`config.mk`:
```
export PLATFORM = sky130hd
export DESIGN_NAME = muldiv_ctrl
export DESIGN_NICKNAME = d
export VERILOG_FILES = /design/src/rtl/muldiv_pkg.sv /design/src/rtl/muldiv_ctrl_hilo_regs.sv /design/src/rtl/muldiv_ctrl.sv
export SDC_FILE = /design/constraint.sdc
export NUM_CORES = 1
export LEC_CHECK = 0
export BUFFER_PORTS_ARGS = -buffer_cell sky130_fd_sc_hd__buf_4
export CORE_MARGIN = 10
export CORE_UTILIZATION = 48
export DETAILED_ROUTE_END_ITERATION = 10
export PLACE_DENSITY = 0.81
export REMOVE_ABC_BUFFERS = 1
export SLEW_MARGIN = 20
export SYNTH_ARGS = -nofsm -noshare
export SYNTH_HDL_FRONTEND = slang
export SYNTH_SLANG_ARGS = --single-unit
```
`constraint.sdc`:
```
create_clock -name clock -period 5.2 [get_ports clock]
set_clock_uncertainty 0.05 [all_clocks]
set_input_delay 0.78 -clock clock [delete_from_list [all_inputs] [get_ports clock]]
set_output_delay 0.78 -clock clock [all_outputs]
set_load 0.02 [all_outputs]
```
`src/rtl/muldiv_pkg.sv`:
```
// Shared op codes, FSM state encoding and decode helpers for the HI/LO control stage.
// MULDIV_MADD_EN enables the accumulate ops (MADD/MADDU/MSUB/MSUBU).
package muldiv_pkg;

    localparam logic [3:0] OP_NONE  = 4'd0;
    localparam logic [3:0] OP_MULT  = 4'd1;
    localparam logic [3:0] OP_MULTU = 4'd2;
    localparam logic [3:0] OP_MFHI  = 4'd3;
    localparam logic [3:0] OP_MFLO  = 4'd4;
    localparam logic [3:0] OP_MTHI  = 4'd5;
    localparam logic [3:0] OP_MTLO  = 4'd6;
    localparam logic [3:0] OP_MADD  = 4'd7;
    localparam logic [3:0] OP_MADDU = 4'd8;
    localparam logic [3:0] OP_MSUB  = 4'd9;
    localparam logic [3:0] OP_MSUBU = 4'd10;

    typedef enum logic [1:0] {
        ST_IDLE   = 2'd0,
        ST_LAUNCH = 2'd1,
        ST_WAIT   = 2'd2,
        ST_DRAIN  = 2'd3
    } state_t;

    typedef enum logic [1:0] {
        ACC_NONE = 2'd0,
        ACC_ADD  = 2'd1,
        ACC_SUB  = 2'd2
    } acc_t;

    // Ops that launch the multiplier; accumulate ops only when the feature is built in.
    function automatic logic is_mul(input logic [3:0] op);
        case (op)
            OP_MULT, OP_MULTU:                       return 1'b1;
`ifdef MULDIV_MADD_EN
            OP_MADD, OP_MADDU, OP_MSUB, OP_MSUBU:    return 1'b1;
`endif
            OP_NONE:                                 return 1'b0;
            default:                                 return 1'b0;
        endcase
    endfunction

    function automatic logic is_signed(input logic [3:0] op);
        return (op == OP_MULT) || (op == OP_MADD) || (op == OP_MSUB);
    endfunction

    function automatic acc_t acc_kind(input logic [3:0] op);
        case (op)
            OP_MADD, OP_MADDU: return ACC_ADD;
            OP_MSUB, OP_MSUBU: return ACC_SUB;
            default:           return ACC_NONE;
        endcase
    endfunction

endpackage

```
`src/rtl/muldiv_ctrl_hilo_regs.sv`:
```
// Architectural HI/LO storage with the MTHI/MTLO write path and the product commit mux.
// The product commit wins over moves; the two never coincide in a single-issue pipeline.
module muldiv_ctrl_hilo_regs
    import muldiv_pkg::*;
(
    input  logic        clock,
    input  logic        reset,
    input  logic        hi_we,
    input  logic        lo_we,
    input  logic [31:0] wdata,
    input  logic        commit,
    input  acc_t        acc,
    input  logic [63:0] prod,
    output logic [31:0] hi,
    output logic [31:0] lo
);

    logic [63:0] commit_val;

    always_comb begin
        commit_val = prod;
        case (acc)
            ACC_ADD: commit_val = {hi, lo} + prod;
            ACC_SUB: commit_val = {hi, lo} - prod;
            default: commit_val = prod;
        endcase
    end

    always_ff @(posedge clock) begin
        if (reset) begin
            hi <= 32'd0;
            lo <= 32'd0;
        end else if (commit) begin
            {hi, lo} <= commit_val;
        end else begin
            if (hi_we) hi <= wdata;
            if (lo_we) lo <= wdata;
        end
    end

endmodule

```
`src/rtl/muldiv_ctrl.sv`:
```
// HI/LO control stage: launches the external shift-add multiplier, stalls EX until the
// product returns and commits it to HI/LO. MULDIV_MADD_EN adds the accumulate ops.
//
// state  | meaning
// IDLE   | no multiply outstanding; issues multiplies, serves moves
// LAUNCH | start cycle done, multiplier ready not yet dropped
// WAIT   | multiply running; commits on mul_ready
// DRAIN  | flushed multiply still running; result discarded
module muldiv_ctrl
    import muldiv_pkg::*;
(
    input  logic        clock,
    input  logic        reset,
    input  logic        ex_valid,
    input  logic [3:0]  ex_op,
    input  logic [31:0] ex_rs,
    input  logic [31:0] ex_rt,
    input  logic        flush,
    output logic        stall_o,
    output logic [31:0] rdata,
    output logic [31:0] hi_o,
    output logic [31:0] lo_o,
    output logic        mul_start,
    output logic [31:0] mul_a,
    output logic [31:0] mul_b,
    output logic        mul_signed,
    input  logic        mul_ready,
    input  logic [31:0] mul_hi,
    input  logic [31:0] mul_lo
);

    state_t state_q, state_d;
    acc_t   acc_q, acc_d;
    logic   go, issue_mul, commit, mv_ok, hi_we, lo_we;

    assign go        = ex_valid & ~flush & ~reset;
    assign issue_mul = go & is_mul(ex_op);

    always_ff @(posedge clock) begin
        if (reset) begin
            state_q <= ST_IDLE;
            acc_q   <= ACC_NONE;
        end else begin
            state_q <= state_d;
            acc_q   <= acc_d;
        end
    end

    always_comb begin
        state_d   = state_q;
        acc_d     = acc_q;
        mul_start = 1'b0;
        stall_o   = 1'b0;
        commit    = 1'b0;
        if (!reset) begin
            case (state_q)
                ST_IDLE: begin
                    if (issue_mul) begin
                        stall_o = 1'b1;
                        if (mul_ready) begin
                            mul_start = 1'b1;
                            acc_d     = acc_kind(ex_op);
                            state_d   = ST_LAUNCH;
                        end
                    end
                end
                ST_LAUNCH: begin
                    stall_o = 1'b1;
                    state_d = flush ? ST_DRAIN : ST_WAIT;
                end
                ST_WAIT: begin
                    stall_o = ~mul_ready;
                    if (flush) begin
                        state_d = ST_DRAIN;
                    end else if (mul_ready) begin
                        commit  = 1'b1;
                        state_d = ST_IDLE;
                    end
                end
                ST_DRAIN: begin
                    // Only a newly presented multiply has to wait for the orphaned one.
                    stall_o = issue_mul;
                    if (mul_ready) state_d = ST_IDLE;
                end
                default: state_d = ST_IDLE;
            endcase
        end
    end

    assign mv_ok = go & ((state_q == ST_IDLE) | (state_q == ST_DRAIN));
    assign hi_we = mv_ok & (ex_op == OP_MTHI);
    assign lo_we = mv_ok & (ex_op == OP_MTLO);

    assign mul_a      = ex_rs;
    assign mul_b      = ex_rt;
    assign mul_signed = issue_mul & is_signed(ex_op);
    assign rdata      = (ex_op == OP_MFHI) ? hi_o : lo_o;

    muldiv_ctrl_hilo_regs u_hilo (
        .clock  (clock),
        .reset  (reset),
        .hi_we  (hi_we),
        .lo_we  (lo_we),
        .wdata  (ex_rs),
        .commit (commit),
        .acc    (acc_q),
        .prod   ({mul_hi, mul_lo}),
        .hi     (hi_o),
        .lo     (lo_o)
    );

endmodule

```
* Word level (Yosys, flattened, before mapping)
Cells that the tools add are included.
** Word-level totals
- Flip-flop bits (word level) :: 68
- Input bits :: 137
- Output and inout bits :: 163
** Operators by class
- $add $sub $neg :: 2
- Equal/unequal tests :: 16
- Muxes and demuxes :: 24
- Bitwise gates (word level) :: 11
- Reductions and logical operators :: 10
** Operator list (count)
- 32-bit two-way mux :: 5
- 64-bit one-hot mux with 2 select lines :: 1
- 64-bit adder :: 1
- 64-bit subtractor :: 1
- 4-bit by 3-bit == test with 1-bit output, second input constant :: 3
- 4-bit == test, second input constant :: 3
- 1-bit two-way mux :: 11
- 4-bit by 2-bit == test with 1-bit output, second input constant :: 2
- 2-bit two-way mux :: 4
- 2-bit one-hot mux with 4 select lines :: 1
- 1-bit AND :: 7
- 2-bit == test, second input constant :: 3
- 2-bit OR reduction :: 3
- 2-bit by 1-bit == test with 1-bit output, second input constant :: 2
- 4-bit by 1-bit == test with 1-bit output, second input constant :: 1
- 2-bit != test, second input constant :: 2
- 1-bit one-hot mux with 4 select lines :: 1
- 2-bit one-hot mux with 2 select lines :: 1
- 2-bit nonzero test :: 2
- 1-bit inverter :: 3
- 3-bit AND reduction :: 1
- 2-bit logical NOT :: 1
- 1-bit logical OR :: 2
- 2-bit AND reduction :: 1
- 1-bit bitwise OR :: 1

* Longest topological paths before layout
Gate-level depths: netlist of run 1.
- Depth in word-level cells :: 7
- Mapped depth :: 24
- Mapped depth without buffers :: 23

* Modules after synthesis
Synthesis of run 1 repeated with hierarchy kept, for this count alone.
** Unflattened totals
- Cell total of the unflattened synthesis :: 1374
- Area total of the unflattened synthesis :: 10238.6 sq um
** By module, submodules not included
- muldiv_ctrl_hilo_regs :: instances 1, cells each 1227, area an instance 8812.2 sq um, sequential area each 1281.2 sq um
- muldiv_ctrl :: instances 1, cells each 147, area an instance 1426.4 sq um, sequential area each 80.1 sq um

* Worst setup path before layout of run 1
Ideal clock, no wire load.
- Kind :: input port to flip-flop
- From :: input mul_lo[16]
- To :: register u_hilo.hi[30]
- Arrival :: 5.017 ns
- Slack :: 0.012 ns
- Cell stages on the path :: 21
- Cell sequence :: or4_4 nor4_4 and3_1 nand3b_1 nor3b_2 nand2_1 nor2_1 nor2_1 xnor2_1 ha_1 clkbuf_1 nand4_1 or4_1 clkinv_1 a21oi_1 o211ai_2 a31o_1 a41o_1 a221oi_2 xnor2_1 a221o_1
** Between the ends
- Longest elaborated chain between the ends :: 3
- Elaborated cells on any way between the ends :: 4
- Classes of those cells :: add/sub (2); mux (2)
** RTL lines
- from (decl) :: line muldiv_ctrl.sv:29 : input logic [31:0] mul_lo
- 64-bit subtractor or 64-bit adder (tied branches) :: line muldiv_ctrl_hilo_regs.sv:24, muldiv_ctrl_hilo_regs.sv:23
- 64-bit one-hot mux with 2 select lines (*) :: line muldiv_ctrl_hilo_regs.sv:22 : case (acc)
- 32-bit two-way mux (*) :: line muldiv_ctrl_hilo_regs.sv:33 : end else if (commit) begin
- to (signal assigned) :: line muldiv_ctrl_hilo_regs.sv:34 : {hi, lo} <= commit_val;
- to (signal assigned) :: line muldiv_ctrl_hilo_regs.sv:36 : if (hi_we) hi <= wdata;
- to (decl) :: line muldiv_ctrl_hilo_regs.sv:14 : output logic [31:0] hi,
Mark *: on every way between the ends. The rest lies on a longest branch, timed or not.
A chain may end at the register's enable or synchronous reset.

* Worst setup path after layout of run 1
- From :: input mul_lo[13]
- To :: register u_hilo.hi[30]
Same word-level chain as after synthesis.

==> results.txt, run 1 <==
register area share after synthesis = 0.142
initial drt markers = 1109
GRT Residual Overflow = 0
die height = 162 um
Worst setup SP type = input pin
Synth Area per Inst = 7.16 um2
Die W = 162 um
YS warnings = 0
worst-margin pin slew = 1.01 ns
final WL = 45300 um
min Tclk post-route = 5.16 ns
CTS tree = built
Hold WS = 0.408 ns
Clock Path Buffers = 2
compound-cell area share of the yosys netlist = 0.296
area share of fa/ha/maj cells after synthesis = 0.0931
P_sw = 0.618 mW
fmax = 194 MHz
# nets final = 1853
Combinational Power Share = 0.320
first-pass GRT wire length = 67600 um
clock power share = 0.377
share of layout cells above drive strength 1 = 0.348
Gate Count Post-Synth = 1343
max-slew violation count = 0
Cell Pwr Density = 137 nW/um2
most frequent cell after synthesis = nor2_1
setup repair after global routing missed its margin = true
CP max stage cell = or4_4
Yosys cell types = 80
H-tree Lvls = 3
IO Port Bufs = 235
CP arrival = 5.35 ns
Sw Share = 0.345
flops & latches, synth = 68
Hold Path Class = reg2reg
post-synthesis xor/xnor area fraction = 0.108
# rows = 51
CP Data Required Time = 5.40 ns
register share of total power = 0.303
worst hold stages = 2
top post-synthesis cells by area = dfxtp_1 (14%), ha_1 (9.1%), xnor2_1 (8.6%), a21oi_1 (7.4%), nor2_1 (5.9%)
vias per cell = 6.26
Hold Vio Cnt, Final = 0
clock-pin slew on the worst setup and hold paths = 0.07 ns
GRT Resource Usage Total = 0.325
largest family of logic cells by synthesized area = compound AO/OA/AOI/OAI gates
post-synthesis mux area share = 0.0477
CTS root buf = clkbuf_16
vias in the first global route = 11900
status = finished, final reports clean
Starting Density = 0.491
Core Util, Final = 0.670
Worst VDD drop = 0.153 mV
RePlAce Congestion = 1.01
Num CTS Buffers = 9
Syn Std Cell Area = 9620 um2
core area = 19600 um2
Max Cap Viol = 0
Vias = 12000
final setup violation count = 0
Worst Setup Path Type = in2reg
CP endpoint kind = flip-flop
Most used DFF post-synth = dfxtp_1
LEAKAGE = 5.90 nW
P_int = 1.17 mW
slew margin rel. = 0.324
cell breakdown of the critical path = buf_6 -> or4_4 -> nor4_4 -> and3_4 -> nand3b_1 -> nor3b_2 -> nand2_2 -> buf_4 -> nor2_4 -> nor2_1 -> xnor2_1 -> ha_1 -> nand4_1 -> or4_4 -> clkinv_1 -> a21oi_1 -> o211ai_2 -> a31o_1 -> a41o_1 -> a221oi_2 -> xnor2_1 -> a221o_1
CP Max Fanout = 3
CTS sink cnt = 68
Die ar. = 26100 um2
Post-CTS Hold Fix Bufs = 0
commonest cells in the netlist = nor2_1 (150), a21oi_1 (143), nand2_1 (113), xnor2_1 (94)
Antenna diodes = 0
number of flops mapped to enable cells by yosys = 0
Synth area leader = dfxtp_1
initial antenna violation count = 0
I/O pins = 300
ys async rst share = 0
Initial DRT Pass Iterations = 5
Largest stage delay, worst path = 0.57 ns
share of the synthesized area in the top cell type = 0.142
largest net degree at the start of global routing = 59
Fill cells = 1760
Routed Antenna Nets = 0
R2R depth = 17
Tcrit/Tclk final = 0.991
Syn-to-layout area delta = 36.4%
Clock Latency Late Sink = 0.36 ns
simple-gate area share of the yosys netlist = 0.216
drt wl/cell = 23.7 um
post-DP HPWL = 35600 um
DRC violations left = 0
power groups by stage:
stage	clock network (mW)	logic, mW	registers [mW]
finish	0.677	0.573	0.543
global route	0.697	0.614	0.544
CTS	0.679	0.545	0.542
detailed placement	0	0.541	0.554
global placement	0	0.535	0.554
floorplan	0	0.241	0.556
layout by cell type, fill, tap and decap left out, types with 8 or more instances in the layout:
cell and count:
dfxtp_1 68, and3_1 8, a21o_1 34, nand4_1 24, a21oi_1 131, clkbuf_16 9
a31oi_1 15, o21bai_1 14, buf_4 432, a211oi_1 18, xnor2_1 93, xor2_1 24
ha_1 67, nand2b_1 11, nand2_1 109, nor4_1 8, a22oi_1 10, nor2b_1 10
nand3_1 17, a21oi_2 15, mux2_2 31, nor2_1 143, o22ai_1 11, o21ai_1 12
inv_1 32, nor3_1 39, o21ai_0 53, o211ai_1 32, buf_6 8, mux2i_1 11
or3_1 15
critical path, delay by kind of cell:
family          cells  cell delay, ns
buf+inv             3            0.32
xor+xnor            2            0.37
simple gates       10            2.21
fa+ha+maj           1            0.31
compound gates      6            1.36
worst paths after layout:
| path | slack [ns] | end | from |
|---|---|---|---|
| hold reg to reg | 0.41 | acc_q[0]$_SDFFE_PP0P_ | acc_q[0]$_SDFFE_PP0P_ |
| setup reg to reg | 0.77 | u_hilo.hi[15]$_SDFFE_PP0P_ | acc_q[0]$_SDFFE_PP0P_ |
| setup / recovery | 0.04 | u_hilo.hi[30]$_SDFFE_PP0P_ | mul_lo[13] |
| hold / removal | 0.41 | acc_q[0]$_SDFFE_PP0P_ | acc_q[0]$_SDFFE_PP0P_ |
stage by stage:
stage | TNS [ns] | power, mW | instance area, um2 | cells | worst slack, ns
2_1_floorplan | 0 | 0.797 | 8810 | 1194 | 0.0455
3_3_place_gp | -1.67 | 1.09 | 12400 | 1886 | -0.160
3_5_place_dp | -3.69 | 1.10 | 12400 | 1886 | -0.360
4_1_cts | 0 | 1.77 | 12700 | 1902 | 0.0584
5_1_grt | -1.19 | 1.85 | 13100 | 1915 | -0.144
6_report | 0 | 1.79 | 13100 | 1915 | 0.0444
flip-flops by register name, indices dropped and copies added (netlist names):
| name | flops |
|---|---|
| u_hilo.hi | 32 |
| state_q | 2 |
| u_hilo.lo | 32 |
| acc_q | 2 |
area by class of cell:
cell class	count	area [um2]	share of cell area
Inverter	33	124	0.00944
Sequential cell	68	1360	0.104
Timing Repair Buffer	440	3330	0.254
Tap cell	265	332	0.0253
Multi-Input combinational cell	1093	7660	0.584
Clock inverter	6	71.3	0.00543
Clock buffer	10	239	0.0182
logic make-up (layout without fill, tap and decap cells):
group | Yosys count | in the layout
AOI/OAI and AO/OA | 428 | 428
and+or+nand+nor | 433 | 433
xor gates and xnor gates | 119 | 119
muxes | 42 | 42
DFF | 68 | 68
buffers and inverters | 182 | 489
adders and majority gates | 71 | 71
routing by layer:
metal / wire length [um] / vias up / track usage
met2: 21000 / 784 / 0.533
li1: - / 5456 / -
met5: 0 / - / 0
met3: 5000 / 129 / 0.100
met1: 17500 / 5628 / 0.381
met4: 1810 / 0 / 0.144
repair_timing:
| item | in CTS | in global routing |
|---|---|---|
| setup buffers | 0 | 14 |
| pin swaps | 0 | 61 |
| endpoints found under the setup margin | 2 | 14 |
| resized for setup | 2 | 78 |
(Power assumes the default switching activity.)
==> run 2: changes to the inputs <==
Settings changed: CORE_UTILIZATION 48 to 49, CTS_BUF_LIST set to sky130_fd_sc_hd__clkbuf_8, GPL_TIMING_DRIVEN set to 1, PLACE_DENSITY 0.81 to 0.82.
==> results.txt, run 2 (synthesis gave the netlist of run 1 again) <==
fmax = 199 MHz (+2.7%)
setup repair after global routing missed its margin = false
final setup violation count = 0 (unchanged)
Die W = 160 um (-0.90%)
post-DP HPWL = 35800 um (+0.77%)
core area = 19400 um2 (-0.98%)
Core Util, Final = 0.652 (-0.0176)
Hold EP = acc_q[0]$_SDFFE_PP0P_
IO Port Bufs = 235 (unchanged)
CTS sink cnt = 68 (unchanged)
first-pass GRT wire length = 67200 um (-0.46%)
Starting Density = 0.496 (+0.00485)
I/O pins = 300 (unchanged)
CP arrival = 5.26 ns (-0.09 ns)
initial drt markers = 1175 (+6.0%)
CP endpoint kind = flip-flop
Hold Path Class = reg2reg
vias in the first global route = 11700 (-1.3%)
Reg-to-Reg Start = acc_q[0]$_SDFFE_PP0P_
Hold WS = 0.412 ns (+0.00385 ns)
Cell Pwr Density = 123 nW/um2 (-10%)
Worst Setup Path Type = in2reg
worst r2r dst = u_hilo.hi[30]$_SDFFE_PP0P_
post-route setup slack = 0.180 ns (+0.136 ns)
Worst R2R Setup Slack = 0.87 ns (+0.10 ns)
Largest regs = u_hilo.hi (32), u_hilo.lo (32)
RePlAce Congestion = 1.05 (+4.0%)
status = finished, final reports clean
Num CTS Buffers = 9 (unchanged)
most common cell after layout, fill and taps aside = buf_4
R2R depth = 16 (-1)
most frequent cells in the layout = buf_4 (434), nor2_1 (147), a21oi_1 (142)
initial antenna violation count = 1 (+1)
Hold Vio Cnt, Final = 0 (unchanged)
Initial DRT Pass Iterations = 6 (+1)
slew margin rel. = 0.318 (-0.00630)
LEAKAGE = 5.73 nW (-2.9%)
pre-CTS WS = -0.193 ns (+0.167 ns)
Worst setup SP type = input pin
final WL = 44600 um (-1.5%)
clock-pin slew on the worst setup and hold paths = 0.10 ns (+0.03 ns)
GRT Resource Usage Total = 0.327 (+0.00178)
max-slew violation count = 0 (unchanged)
Clock Latency Late Sink = 0.39 ns (+0.03 ns)
GRT Residual Overflow = 0 (unchanged)
Routed Antenna Nets = 0 (unchanged)
worst hold stages = 2 (unchanged)
Post CTS Setup Buffer Count = 0 (unchanged)
die height = 160 um (-0.90%)
Tcrit/Tclk final = 0.965 (-0.0261)
Max Cap Viol = 0 (unchanged)
vias per cell = 6.26 (-0.11%)
# nets final = 1848 (-0.27%)
Syn-to-layout area delta = 31.5%
CP Max Fanout = 4 (+1)
worst-margin pin slew = 1.02 ns (+0.00944 ns)
CTS tree = built
Post-CTS Hold Fix Bufs = 0 (unchanged)
CTS root buf = clkbuf_8
Worst VDD drop = 0.118 mV (-23%)
DRC violations left = 0 (unchanged)
min Tclk post-route = 5.02 ns (-0.136 ns)
H-tree Lvls = 3 (unchanged)
Hold Crit Start = acc_q[0]$_SDFFE_PP0P_
setup tns final = 0 ns (unchanged)
Clock Path Buffers = 2 (unchanged)
Vias = 12000 (-0.37%)
largest net degree at the start of global routing = 76 (+29%)
share of layout cells above drive strength 1 = 0.320 (-0.0275)
CP Data Required Time = 5.44 ns (+0.04 ns)
# rows = 51 (unchanged)
Die ar. = 25600 um2 (-1.8%)
Antenna diodes = 0 (unchanged)
drt wl/cell = 23.4 um (-1.3%)
-- run 2: layout make-up --
class / count / area, um2
Multi-Input combinational cell: 1093 / 7380
Sequential cell: 68 / 1360
Timing Repair Buffer: 435 / 3280
Clock buffer: 9 / 124
Fill cell: 1793 / 6750
Clock inverter: 7 / 51.3
Tap cell: 265 / 332
Inverter: 33 / 124
-- run 2: worst max path at each step --
stage,from,cells past startpoint,slack (ns),end
after floorplan,mul_lo[4],18,0.05,u_hilo.hi[30]$_SDFFE_PP0P_
after global placement,mul_lo[4],20,-0.09,u_hilo.hi[30]$_SDFFE_PP0P_
after detailed placement,mul_lo[4],20,-0.19,u_hilo.hi[30]$_SDFFE_PP0P_
after CTS,mul_lo[4],20,0.19,u_hilo.hi[30]$_SDFFE_PP0P_
after global routing,mul_lo[16],21,0.01,u_hilo.hi[26]$_SDFFE_PP0P_
final,mul_lo[4],21,0.18,u_hilo.hi[30]$_SDFFE_PP0P_
-- run 2: repair_timing --
item / CTS / global route
hold endpoints to repair: 0 / 0
endpoints found under the setup margin: 0 / 7
gates resized for setup: 0 / 12
-- run 2: metal layers --
layer	vias to the layer above	track usage	routed length, um
met2	729	0.532	20200
met3	144	0.0990	5050
met4	4	0.131	1870
li1	5442	-	-
met1	5634	0.392	17400
met5	-	0.0217	88
-- run 2: metrics by stage --
stage / std cells / area, um2 / power (mW)
2_1_floorplan: 1194 / 8810 / 0.797
3_3_place_gp: 1894 / 12400 / 1.10
3_5_place_dp: 1894 / 12400 / 1.10
4_1_cts: 1910 / 12600 / 1.53
5_1_grt: 1910 / 12700 / 1.61
6_report: 1910 / 12700 / 1.55
-- run 2: critical path, stage by stage --
cell and delay, ns:
buf_4 0.11, or3_1 0.45, nor4_2 0.26, buf_4 0.17, nand4_1 0.18, buf_4 0.23, nor2_1 0.23, a21oi_1 0.13
xnor2_1 0.14, ha_1 0.33, a21oi_1 0.23, o21ai_0 0.18, a21oi_1 0.20, nor2_1 0.06, a21oi_1 0.14, o211ai_2 0.16
a31o_1 0.29, a41o_1 0.30, a221oi_2 0.29, xnor2_1 0.09, a221o_1 0.31
-- run 2: power breakdown --
part | switching, mW | internal [mW]
registers | 0.0135 | 0.530
logic | 0.311 | 0.251
clock network | 0.269 | 0.176
==> run 3: changes to the inputs <==
Settings changed: REMOVE_ABC_BUFFERS 1 to unset.
==> results.txt, run 3 (synthesis gave the netlist of run 1 again) <==
drt wl/cell = 23.4 um (+0.23%)
CP arrival = 5.24 ns (-0.02 ns)
Initial DRT Pass Iterations = 5 (-1)
most frequent cells in the layout = buf_4 (447), nor2_1 (146), a21oi_1 (138)
Syn-to-layout area delta = 34.1%
status = finished, final reports clean
Max Cap Viol = 0 (unchanged)
Non-Filler Instances = 1922 (+0.63%)
first-pass GRT wire length = 68000 um (+1.2%)
worst-margin pin slew = 1.16 ns (+0.143 ns)
CTS root buf = clkbuf_8
multi-input logic area = 7520 um2 (+1.8%)
Hold Path Class = reg2reg
LEAKAGE = 5.86 nW (+2.2%)
CTS tree = built
Fill cells = 1796 (+0.17%)
Worst R2R Setup Slack = 0.83 ns (-0.04 ns)
vias per cell = 6.19 (-1.2%)
Antenna diodes = 0 (unchanged)
Num CTS Buffers = 9 (unchanged)
post-DP HPWL = 36200 um (+0.93%)
DRC violations left = 0 (unchanged)
setup tns final = 0 ns (unchanged)
CP Data Required Time = 5.42 ns (-0.02 ns)
Cell Count Post-Placement = 1904 (+0.53%)
net count after synthesis = 1551
slew margin rel. = 0.221 (-0.0974)
Tot Pwr = 1.65 mW (+6.4%)
IO Port Bufs = 235 (unchanged)
max-slew violation count = 0 (unchanged)
initial antenna violation count = 0 (-1)
vias in the first global route = 11700 (-0.14%)
min Tclk post-route = 5.02 ns (+0.00102 ns)
Worst setup SP type = input pin
CP endpoint kind = flip-flop
die height = 160 um (unchanged)
# rows = 51 (unchanged)
GRT Resource Usage Total = 0.332 (+0.00561)
final setup violation count = 0 (unchanged)
Largest regs = u_hilo.hi (32), u_hilo.lo (32)
GRT Residual Overflow = 0 (unchanged)
fmax = 199 MHz (about the same)
final WL = 45000 um (+0.86%)
Worst Setup Path Type = in2reg
Routed Antenna Nets = 0 (unchanged)
Starting Density = 0.496 (unchanged)
clock-pin slew on the worst setup and hold paths = 0.10 ns (about the same)
RePlAce Congestion = 0.989 (-6.1%)
register area = 1360 um2 (unchanged)
Worst VDD drop = 0.145 mV (+23%)
initial drt markers = 981 (-17%)
Vias = 11900 (-0.54%)
Core Util, Final = 0.665 (+0.0128)
Die ar. = 25600 um2 (unchanged)
Hold WS = 0.412 ns (-0.000272 ns)
most common cell after layout, fill and taps aside = buf_4
share of layout cells above drive strength 1 = 0.336 (+0.0158)
Clock Path Buffers = 2 (unchanged)
Tcrit/Tclk final = 0.966 (about the same)
I/O pins = 300 (unchanged)
Die W = 160 um (unchanged)
Clock Latency Late Sink = 0.39 ns (about the same)
# nets final = 1860 (+0.65%)
Cell Pwr Density = 128 nW/um2 (+4.3%)
CTS sink cnt = 68 (unchanged)
CP Max Fanout = 4 (unchanged)
H-tree Lvls = 3 (unchanged)
core area = 19400 um2 (unchanged)
Hold Vio Cnt, Final = 0 (unchanged)
largest net degree at the start of global routing = 85 (+12%)
## run 3: changes by cell type in the layout (fill, tap and decap cells not counted), moves of 2 or more
cell | before | now
a2111oi_0 | 4 | 2
or4_4 | 1 | 3
buf_4 | 434 | 447
a2111oi_2 | 1 | 3
a21oi_2 | 5 | 9
inv_6 | 2 | 0
nor3b_4 | 0 | 2
a21oi_1 | 142 | 138
nand2_1 | 113 | 111
a221oi_2 | 3 | 5
or4_1 | 5 | 3
a221oi_1 | 5 | 3
clkbuf_8 | 9 | 11
## run 3: path summary, 6_finish.rpt
check / from / to / depth (start not counted)
setup / recovery: mul_lo[4] / u_hilo.hi[31]$_SDFFE_PP0P_ / 23
hold / removal: acc_q[0]$_SDFFE_PP0P_ / acc_q[0]$_SDFFE_PP0P_ / 2
setup reg to reg: acc_q[0]$_SDFFE_PP0P_ / u_hilo.hi[31]$_SDFFE_PP0P_ / 18
hold reg to reg: acc_q[0]$_SDFFE_PP0P_ / acc_q[0]$_SDFFE_PP0P_ / 2
## run 3: area by class of cell
cell class / count / share of cell area
clock buffers: 11 / 0.0117
inverters: 33 / 0.00960
well taps: 265 / 0.0257
multi-input cells: 1093 / 0.583
flip-flops and latches: 68 / 0.106
clock inverters: 5 / 0.00466
repair buffers: 447 / 0.260
## run 3: power by group
group	total [mW]	switching, mW	internal [mW]
Clock	0.521	0.271	0.249
Combinational	0.584	0.323	0.262
Sequential	0.545	0.0150	0.530
## run 3: worst max-delay path, cell delays in order
cell and delay [ns]:
buf_4 0.11, or3_4 0.39, buf_4 0.16, nor4_4 0.22, and3_4 0.24, nand3b_1 0.16
nor3b_4 0.32, nand2_4 0.13, nor2_1 0.14, buf_4 0.13, a31o_2 0.23, buf_4 0.13
o21ai_1 0.06, xnor2_1 0.17, ha_1 0.32, nand4_1 0.14, or4_4 0.58, nor2_2 0.17
a2111oi_2 0.08, o31ai_2 0.09, buf_4 0.18, mux2i_1 0.20, nand3_1 0.09
## run 3: through the flow
stage	area, um2	setup WS [ns]
finish	12900	0.179
CTS	12700	0.0846
global route	12900	-0.0113
detailed placement	12500	-0.414
global placement	12500	-0.394
floorplan	9620	0.0115
## run 3: routing by layer
metal | vias up | global-route usage | routed length [um]
met5 | - | 0 | 0
met4 | 0 | 0.186 | 2480
met3 | 137 | 0.0869 | 4800
met2 | 710 | 0.521 | 19800
met1 | 5576 | 0.405 | 17900
li1 | 5465 | - | -
## run 3: timing repair
action / in CTS / in global routing
hold buffers: 0 / 0
setup endpoints to repair: 2 / 15
buffers inserted: 0 / 2
pin swaps: 0 / 12
resized for setup: 2 / 37
